File: src/rtl/divider_if.sv
`default_nettype none
// ============================================================================
// Module   : divider_if
// Purpose  : Request/response bundle between the ALU control and the divider.
// Revision : 1.0
// ============================================================================
interface divider_if #(
    parameter int WIDTH = 32
);
    logic             start;
    logic [1:0]       funct;
    logic [WIDTH-1:0] operand1;
    logic [WIDTH-1:0] operand2;
    logic [WIDTH-1:0] result;
    logic             busy;
    logic             done;

    modport master (
        output start, funct, operand1, operand2,
        input  result, busy, done
    );

    modport slave (
        input  start, funct, operand1, operand2,
        output result, busy, done
    );
endinterface
`default_nettype wire

File: src/rtl/divider.sv
`default_nettype none
// ============================================================================
// Module   : divider
// Purpose  : Sequential restoring divider for RV32M DIV/DIVU/REM/REMU,
//            one quotient bit per clock.
// Revision : 1.0
// ============================================================================
module divider #(
    parameter int WIDTH = 32
) (
    input  logic      clk,
    input  logic      reset,
    divider_if.slave  bus
);
    localparam int                 c_cnt_w   = $clog2(WIDTH + 1);
    localparam logic [c_cnt_w-1:0] c_last    = c_cnt_w'(WIDTH);
    localparam logic [1:0]         c_st_idle = 2'd0;
    localparam logic [1:0]         c_st_run  = 2'd1;
    localparam logic [1:0]         c_st_done = 2'd2;

    logic [1:0]         r_state;
    logic [1:0]         w_next;
    logic [c_cnt_w-1:0] r_counter;
    logic [WIDTH-1:0]   r_quot;
    logic [WIDTH-1:0]   r_rem;
    logic [WIDTH-1:0]   r_divisor;
    logic [WIDTH-1:0]   r_result;
    logic               r_is_rem;
    logic               r_neg_q;
    logic               r_neg_r;
    logic               r_special;

    logic               w_accept;
    logic               w_signed;
    logic               w_div_zero;
    logic               w_overflow;
    logic               w_finish;
    logic [WIDTH-1:0]   w_abs1;
    logic [WIDTH-1:0]   w_abs2;
    logic [WIDTH:0]     w_shift;
    logic [WIDTH:0]     w_trial;
    logic [WIDTH-1:0]   w_quot_fix;
    logic [WIDTH-1:0]   w_rem_fix;

    assign w_accept   = bus.start && (r_state != c_st_run);
    assign w_signed   = ~bus.funct[0];
    assign w_div_zero = (bus.operand2 == '0);
    assign w_overflow = w_signed && (bus.operand1 == {1'b1, {(WIDTH-1){1'b0}}})
                        && (bus.operand2 == '1);
    assign w_abs1     = (w_signed && bus.operand1[WIDTH-1]) ? -bus.operand1 : bus.operand1;
    assign w_abs2     = (w_signed && bus.operand2[WIDTH-1]) ? -bus.operand2 : bus.operand2;
    assign w_finish   = r_special || (r_counter == c_last);

    // Trial subtraction is one bit wider so its MSB is the borrow/sign.
    assign w_shift    = {r_rem, r_quot[WIDTH-1]};
    assign w_trial    = w_shift - {1'b0, r_divisor};

    // Special-case results are already final and bypass sign correction.
    assign w_quot_fix = (r_neg_q && !r_special) ? -r_quot : r_quot;
    assign w_rem_fix  = (r_neg_r && !r_special) ? -r_rem  : r_rem;

    always_ff @(posedge clk or posedge reset) begin
        if (reset) begin
            r_state <= c_st_idle;
        end else begin
            r_state <= w_next;
        end
    end

    always_comb begin
        w_next = r_state;
        case (r_state)
            c_st_idle: if (bus.start) w_next = c_st_run;
            c_st_run:  if (w_finish)  w_next = c_st_done;
            c_st_done: w_next = bus.start ? c_st_run : c_st_idle;
            default:   w_next = c_st_idle;
        endcase
    end

    always_ff @(posedge clk or posedge reset) begin
        if (reset) begin
            r_counter <= '0;
            r_quot    <= '0;
            r_rem     <= '0;
            r_divisor <= '0;
            r_result  <= '0;
            r_is_rem  <= 1'b0;
            r_neg_q   <= 1'b0;
            r_neg_r   <= 1'b0;
            r_special <= 1'b0;
        end else if (w_accept) begin
            r_counter <= '0;
            r_is_rem  <= bus.funct[1];
            r_neg_q   <= w_signed && (bus.operand1[WIDTH-1] ^ bus.operand2[WIDTH-1]);
            r_neg_r   <= w_signed && bus.operand1[WIDTH-1];
            r_divisor <= w_abs2;
            if (w_div_zero) begin
                r_special <= 1'b1;
                r_quot    <= '1;
                r_rem     <= bus.operand1;
            end else if (w_overflow) begin
                r_special <= 1'b1;
                r_quot    <= bus.operand1;
                r_rem     <= '0;
            end else begin
                r_special <= 1'b0;
                r_quot    <= w_abs1;
                r_rem     <= '0;
            end
        end else if (r_state == c_st_run) begin
            if (w_finish) begin
                r_result <= r_is_rem ? w_rem_fix : w_quot_fix;
            end else begin
                r_counter <= r_counter + 1'b1;
                if (!w_trial[WIDTH]) begin
                    r_rem  <= w_trial[WIDTH-1:0];
                    r_quot <= {r_quot[WIDTH-2:0], 1'b1};
                end else begin
                    r_rem  <= w_shift[WIDTH-1:0];
                    r_quot <= {r_quot[WIDTH-2:0], 1'b0};
                end
            end
        end
    end

    assign bus.result = r_result;
    assign bus.busy   = (r_state == c_st_run);
    assign bus.done   = (r_state == c_st_done);
endmodule
`default_nettype wire

File: src/flat_wrapper.sv
// flat-port wrapper written by rule: the top's interface ports become plain ports
module divider_flat 
#(
    parameter int WIDTH = 32
)
  (clk, reset, bus_start, bus_funct, bus_operand1, bus_operand2, bus_result, bus_busy, bus_done);
  divider_if #(.WIDTH(WIDTH)) bus_i ();
  input  logic clk;
  input  logic reset;
  input wire logic [$bits(bus_i.start)-1:0] bus_start;
  input wire logic [$bits(bus_i.funct)-1:0] bus_funct;
  input wire logic [$bits(bus_i.operand1)-1:0] bus_operand1;
  input wire logic [$bits(bus_i.operand2)-1:0] bus_operand2;
  output wire logic [$bits(bus_i.result)-1:0] bus_result;
  output wire logic [$bits(bus_i.busy)-1:0] bus_busy;
  output wire logic [$bits(bus_i.done)-1:0] bus_done;
  assign bus_i.start = bus_start;
  assign bus_i.funct = bus_funct;
  assign bus_i.operand1 = bus_operand1;
  assign bus_i.operand2 = bus_operand2;
  assign bus_result = bus_i.result;
  assign bus_busy = bus_i.busy;
  assign bus_done = bus_i.done;
  divider #(.WIDTH(WIDTH)) u_core (.clk(clk), .reset(reset), .bus(bus_i));
endmodule
File: config.mk
export PLATFORM = sky130hd
export DESIGN_NAME = divider_flat
export DESIGN_NICKNAME = d
export VERILOG_FILES = /design/src/rtl/divider_if.sv /design/src/rtl/divider.sv /design/src/flat_wrapper.sv
export SDC_FILE = /design/constraint.sdc
export NUM_CORES = 1
export LEC_CHECK = 0
export ABC_AREA = 0
export BUFFER_PORTS_ARGS = -buffer_cell sky130_fd_sc_hd__buf_2
export CAP_MARGIN = 0
export CORE_AREA = 3 3 163 165
export CTS_BUF_LIST = sky130_fd_sc_hd__clkbuf_4
export CTS_CLUSTER_DIAMETER = 200
export DETAILED_ROUTE_END_ITERATION = 16
export DIE_AREA = 0 0 166 168
export PLACE_DENSITY_LB_ADDON = 0.15
export SLEW_MARGIN = 30
export SYNTH_ARGS = -nofsm -noshare
export SYNTH_HDL_FRONTEND = slang
export SYNTH_SLANG_ARGS = --single-unit
File: constraint.sdc
create_clock -name clk -period 5.1 [get_ports clk]
set_input_delay 0.765 -clock clk [delete_from_list [all_inputs] [get_ports clk]]
set_output_delay 0.765 -clock clk [all_outputs]
set_load 0.005 [all_outputs]
==> results by group, run 1 <==
Clock network
  • Post-CTS Setup Bufs: 0
  • CTS buffer count: 17
  • H-tree Lvls: 4
  • Post-CTS sizing: 0
  • CTS tree: done
  • Clock transition at path regs: 0.13 ns
  • Hold-fix buffers, CTS: 0
  • Clk sinks: 140
  • Bufs on Longest Clock Path: 2
  • Clk_lat worst skew: roughly 0.55 ns
  • Root buffer cell: clkbuf_4

Floorplan
  • Die height: ~170 um
  • Core Area: ~25000 um2
  • Io pins: 103
  • Die area: roughly 28000 um2
  • # rows: 58
  • Initial Util: 0.420
  • Die width: 166 um

Timing
  • Slew Limit Fails: 0
  • Final Hold Vio Count: 0
  • Tcrit/Tclk final: 0.761
  • Worst Hold Slack: roughly 0.34 ns
  • Actual slew at the worst max-slew pin: approximately 0.95 ns
  • Layout Skew: between 0.015 and 0.02 ns
  • Slew HR: 0.361
  • Fin Setup TNS: 0 ns
  • Final setup violation count: 0
  • Setup ws final: 1.22 ns
  • Final min period: between 3 and 4 ns
  • Unrepaired setup endpoints after global routing: false
  • Fmax: around 260 MHz

Global routing
  • Global-route wire length before repair: between 50000 and 60000 um
  • Congestion Overflow GR: 0
  • Vias in the first global route: around 9100
  • Gr usage total: 0.220
  • Largest net degree at the start of global routing: ~80
  • Initial antenna violation count: 1

Route
  • ANT nets after route: 0
  • DR vias/cell: ~5.7
  • Vias: ~9800
  • Post-Route WL: a little over 30000 um
  • Initial DRC count: between 800 and 900
  • Drt drc: 0
  • Drt first pass iters: 5
  • DR WL/cell: approximately 18 um

Synthesis
  • Ys Warns: 0
  • Syn_nets: around 1400
  • FFs w/ async S/R, synth: 1.00
  • Post-Syn Area: ~11000 um2
  • Mean Syn Cell Area: ~8.1 um2
  • Top cells by area, synth: dfrtp_1, o21ai_0, xnor2_1, xor2_1, nand2_1
  • Synth Flop Type: dfrtp_1
  • Synth Register Bits: 140
  • Post-synth top area share: 0.331
  • Seq/Total Area, Yosys: 0.331
  • Gate Count Post-Synth: 1304
  • EDFF count, synth: 0
  • Synth unique cells: 60
  • Cell taking the most area after synthesis: dfrtp_1

Worst setup path
  • Worst EP required: between 5 and 6 ns
  • Cells along the critical path: inv_1, ha_1, fa_1, nand2b_1, a211oi_1, o21a_1, a211o_1, a211o_1, a211oi_1, xnor2_2, nand2_1, o221a_2
  • R2R cell count: 12
  • Slowest CP cell: dfrtp_1
  • Worst setup EP type: flip-flop
  • Worst Path Class, Setup: flip-flop to flip-flop
  • Max stage delay on crit path: ~0.46 ns
  • WP data arrival: 4.32 ns
  • CP startpoint kind: flip-flop
  • CP delay by family, top: compound AO/OA/AOI/OAI gates
  • CP Max Fanout: 10
  • CP bufs+invs: 1
  • Critical path depth: 12

Power and ir drop
  • Max VDD drop: 0.000366 V
  • Leak pwr: between 5 and 6 nW
  • Pwr Density: between 700 and 800 nW/um2
  • Power Total: roughly 8.5 mW

Cells and area
  • Layout area overhead: 10.3%
  • Final instance area: approximately 12000 um2
  • Fraction of layout cells with a size suffix above 1: 0.122
  • # fillers: ~2500
  • Final #Nets: 1479

Worst hold path
  • Hold crit path type: input port to asynchronous set/reset pin

Flow run
  • Max cap viols: 0

Placed design
  • Area post-placement: between 10000 and 15000 um2
  • PortBufs: 102
  • Post-place setup slack: approximately 0.94 ns
  • DPL Wire Length: around 24000 um
  • RePlAce Congestion: between 0.8 and 0.9

Run status
  • Run status: complete, no violations
==> worst reg2reg max path, delay by kind of cell, from the launching register on <==
| kind | cells | cell delay, ns |
|---|---|---|
| AOI/OAI and AO/OA | 6 | 1.53 |
| DFF | 1 | 0.46 |
| xor gates and xnor gates | 1 | 0.41 |
| adders and majority gates | 2 | 0.63 |
| and+or+nand+nor | 2 | 0.62 |
| buffers and inverters | 1 | 0.14 |
==> cells in the final DEF, fill, tap and decap left out, types with 17 or more instances in the layout <==
master      n
inv_1      63
clkbuf_4   17
o31ai_1    25
ha_1       39
xor2_1     71
nand2_1   156
nor4_1     18
nor3_1     30
buf_2     102
a31oi_1    35
a21oi_1    88
and3_1     18
xnor2_1    72
nor2_1     76
mux2i_1    18
or3_1      19
o21ai_0   152
dfrtp_1   140
==> cell type report <==
type | count | area [um2] | area share
Multi-Input combinational cell | 1029 | 6590 | 0.565
Sequential cell | 140 | 3500 | 0.300
Timing Repair Buffer | 118 | 631 | 0.0541
Tap cell | 330 | 413 | 0.0354
Inverter | 64 | 245 | 0.0210
Clock inverter | 13 | 151 | 0.0130
Clock buffer | 17 | 128 | 0.0109
Antenna cell | 2 | 5.00 | 0.000429
==> state kept, by name, indices dropped and copies added, names as in the netlist <==
name	cells
u_core.bus.result	32
u_core.r_divisor	32
u_core.r_quot	32
u_core.r_rem	32
u_core.r_counter	6
u_core.r_state	2
u_core.r_is_rem	1
u_core.r_neg_q	1
u_core.r_neg_r	1
u_core.r_special	1
==> synth_stat cells (19+ instances only) <==
cell type / instances
nand2_1: 157
o21ai_0: 152
dfrtp_1: 140
a21oi_1: 88
nor2_1: 80
xnor2_1: 73
xor2_1: 71
inv_1: 64
clkbuf_1: 61
ha_1: 39
a31oi_1: 35
nor3_1: 30
o31ai_1: 25
or3_1: 19
==> report_power, final <==
part           total (mW)  internal [mW]  switching [mW]
logic                5.38           2.33            3.05
registers            2.33           1.67           0.660
clock network       0.755          0.329           0.425
==> layer usage <==
layer  vias to the layer above  part of all wire  track usage
li1                       4876                 -            -
met3                        33             0.044       0.0232
met4                         0             0.018       0.0564
met1                      4586              0.50        0.323
met2                       282              0.44        0.349
met5                         -                 0            0
==> path summary, 6_finish.rpt <==
path                                                endpoint                               from  slack, ns
min                         u_core.bus.result[5]$_DFFE_PP0P_                              reset       0.34
max                             u_core.r_rem[25]$_DFFE_PP0P_      u_core.r_quot[31]$_DFFE_PP0P_       1.22
min reg2reg                u_core.bus.result[19]$_DFFE_PP0P_  u_core.bus.result[19]$_DFFE_PP0P_       0.47
max in group asynchronous    u_core.r_divisor[9]$_DFFE_PP0P_                              reset       3.79
min in group clk                 u_core.r_is_rem$_DFFE_PP0P_                       bus_funct[1]       0.44
max reg2reg                     u_core.r_rem[25]$_DFFE_PP0P_      u_core.r_quot[31]$_DFFE_PP0P_       1.22
==> stage by stage <==
stage	util	cells
finish	0.463	1713
global route	0.463	1712
CTS	0.463	1711
detailed placement	0.452	1681
global placement	0.452	1681
floorplan	-	1304
==> cells by family after synthesis <==
family	after synthesis	share of synthesized area
simple gates	403	0.183
xor+xnor	144	0.119
compound gates	424	0.252
fa+ha+maj	40	0.0481
flops	140	0.331
mux	18	0.0170
buf+inv	135	0.0490
Power figures use the tool's default switching activity.
==> run 2, diff against run 1 <==
Clock period 5.1 ns to 3.9 ns, I/O delays scaled along.
==> results by group, run 2 (synthesis gave the netlist of run 1 again) <==
Run status
  • Run status: complete, no violations

Global routing
  • Gr usage total: 0.224
  • Largest net degree at the start of global routing: 87
  • Vias in the first global route: around 9600
  • Global-route wire length before repair: between 50000 and 60000 um
  • Congestion Overflow GR: 0
  • Initial antenna violation count: 3

Worst hold path
  • Hold crit path type: input port to flip-flop

Floorplan
  • Die width: about 170 um
  • Io pins: 103
  • # rows: just under 60
  • Die height: about 170 um
  • Core Area: approximately 25000 um2
  • Die area: 27900 um2
  • Initial Util: 0.420

Worst setup path
  • CP startpoint kind: flip-flop
  • CP bufs+invs: 1
  • WP data arrival: ~4.1 ns
  • Slowest CP cell: dfrtp_1
  • Worst Path Class, Setup: flip-flop to flip-flop
  • Worst EP required: approximately 4.3 ns
  • Max stage delay on crit path: around 0.46 ns
  • Worst setup EP type: flip-flop
  • CP delay by family, top: compound AO/OA/AOI/OAI gates
  • Critical path's most frequent cell: a211o_1
  • Cells along the critical path: ha_1, a21o_1, a211o_1, o21a_1, a211o_1, a211o_1, a211oi_1, xnor2_2, buf_4, mux2i_1, o21ai_0
  • CP Max Fanout: 17

Power and ir drop
  • Power Total: between 10 and 15 mW
  • Leak pwr: roughly 5.2 nW
  • Pwr Density: 954 nW/um2
  • Max VDD drop: between 0.0003 and 0.0004 V

Timing
  • Slew Limit Fails: 0
  • Fmax: 270 MHz
  • Final min period: ~3.7 ns
  • Actual slew at the worst max-slew pin: ~0.87 ns
  • Final setup violation count: 0
  • Unrepaired setup endpoints after global routing: false
  • Slew HR: 0.421
  • Final Hold Vio Count: 0
  • Fin Setup TNS: 0 ns
  • Tcrit/Tclk final: 0.948
  • Layout Skew: approximately 0.031 ns

Placed design
  • RePlAce Congestion: about 0.88
  • PortBufs: between 100 and 150
  • DPL Wire Length: ~24000 um

Cells and area
  • Layout area overhead: 13.3%
  • Final #Nets: 1509
  • Commonest non-fill, non-tap cell in the layout: nand2_1
  • Commonest cells after routing, fill and taps aside: nand2_1, o21ai_0, dfrtp_1, buf_2, a21oi_1
  • Fraction of layout cells with a size suffix above 1: 0.143

Route
  • Drt drc: 0
  • Post-Route WL: roughly 32000 um
  • ANT nets after route: 0
  • Drt first pass iters: 7
  • Vias: 9900
  • DR WL/cell: around 18 um
  • DR vias/cell: approximately 5.7
  • Initial DRC count: 751

Clock network
  • Clk_lat worst skew: 0.58 ns
  • Clk sinks: 140
  • CTS tree: done
  • Root buffer cell: clkbuf_4
  • CTS buffer count: 17
  • H-tree Lvls: 4
  • Bufs on Longest Clock Path: 2
  • Clock transition at path regs: 0.13 ns

Flow run
  • Max cap viols: 0
## run 2: cell count changes in the layout (fill, tap and decap cells not counted), moves of 2 or more
cell and delta:
buf_12 +4, buf_4 +25, clkinvlp_4 +4, inv_6 +3, clkinv_1 -3, clkinv_2 -2
## run 2: worst min-delay path, cell delays in order
cell,delay [ns]
buf_2,0.09
nand2_1,0.04
nand2_1,0.05
## run 2: final cells by class
type,instances,area (um2)
Clock inverter,15,188
Antenna cell,3,7.51
Multi-Input combinational cell,1029,6590
Tap cell,330,413
Inverter,64,244
Timing Repair Buffer,148,908
Fill cell,2560,13200
Clock buffer,17,128
Sequential cell,140,3500
## run 2: final timing paths
path	start	to	slack [ns]	cells after the start
max in group asynchronous	reset	u_core.r_quot[31]$_DFFE_PP0P_	2.74	4
min in group asynchronous	reset	u_core.r_quot[6]$_DFFE_PP0P_	0.51	3
worst max register to register	u_core.r_rem[4]$_DFFE_PP0P_	u_core.r_rem[13]$_DFFE_PP0P_	0.20	11
worst max-delay path	u_core.r_rem[4]$_DFFE_PP0P_	u_core.r_rem[13]$_DFFE_PP0P_	0.20	11
worst min register to register	u_core.bus.result[20]$_DFFE_PP0P_	u_core.bus.result[20]$_DFFE_PP0P_	0.48	2
worst min-delay path	bus_funct[1]	u_core.r_is_rem$_DFFE_PP0P_	0.22	3
## run 2: power breakdown
part,internal (mW),switching [mW]
Combinational,3.21,4.19
Sequential,2.19,0.779
Clock,0.453,0.607
Total,5.85,5.58
## run 2: what timing repair did
| action | in CTS | in global routing |
|---|---|---|
| endpoints found under the hold margin | 0 | 6 |
| buffers inserted | 0 | 0 |
| gates resized for setup | 0 | 0 |
| hold buffers | 0 | 1 |
## run 2: per-layer routing
layer	GRT usage	part of all wire	vias up
li1	-	-	4953
met1	0.317	0.49	4644
met2	0.362	0.44	271
met3	0.0272	0.045	32
met4	0.0676	0.020	0
met5	0	0	-
## run 2: stage by stage
stage	utilization	hold WS [ns]	setup slack [ns]	cells	instance area, um2
final	0.476	0.218	0.203	1746	12000
after global routing	0.476	0.187	0.0551	1746	12000
after CTS	0.474	0.173	0.208	1741	11900
after detailed placement	0.461	0.455	0.280	1709	11600
after global placement	0.461	0.449	0.353	1709	11600
after floorplan	-	0.450	0.494	1304	10600
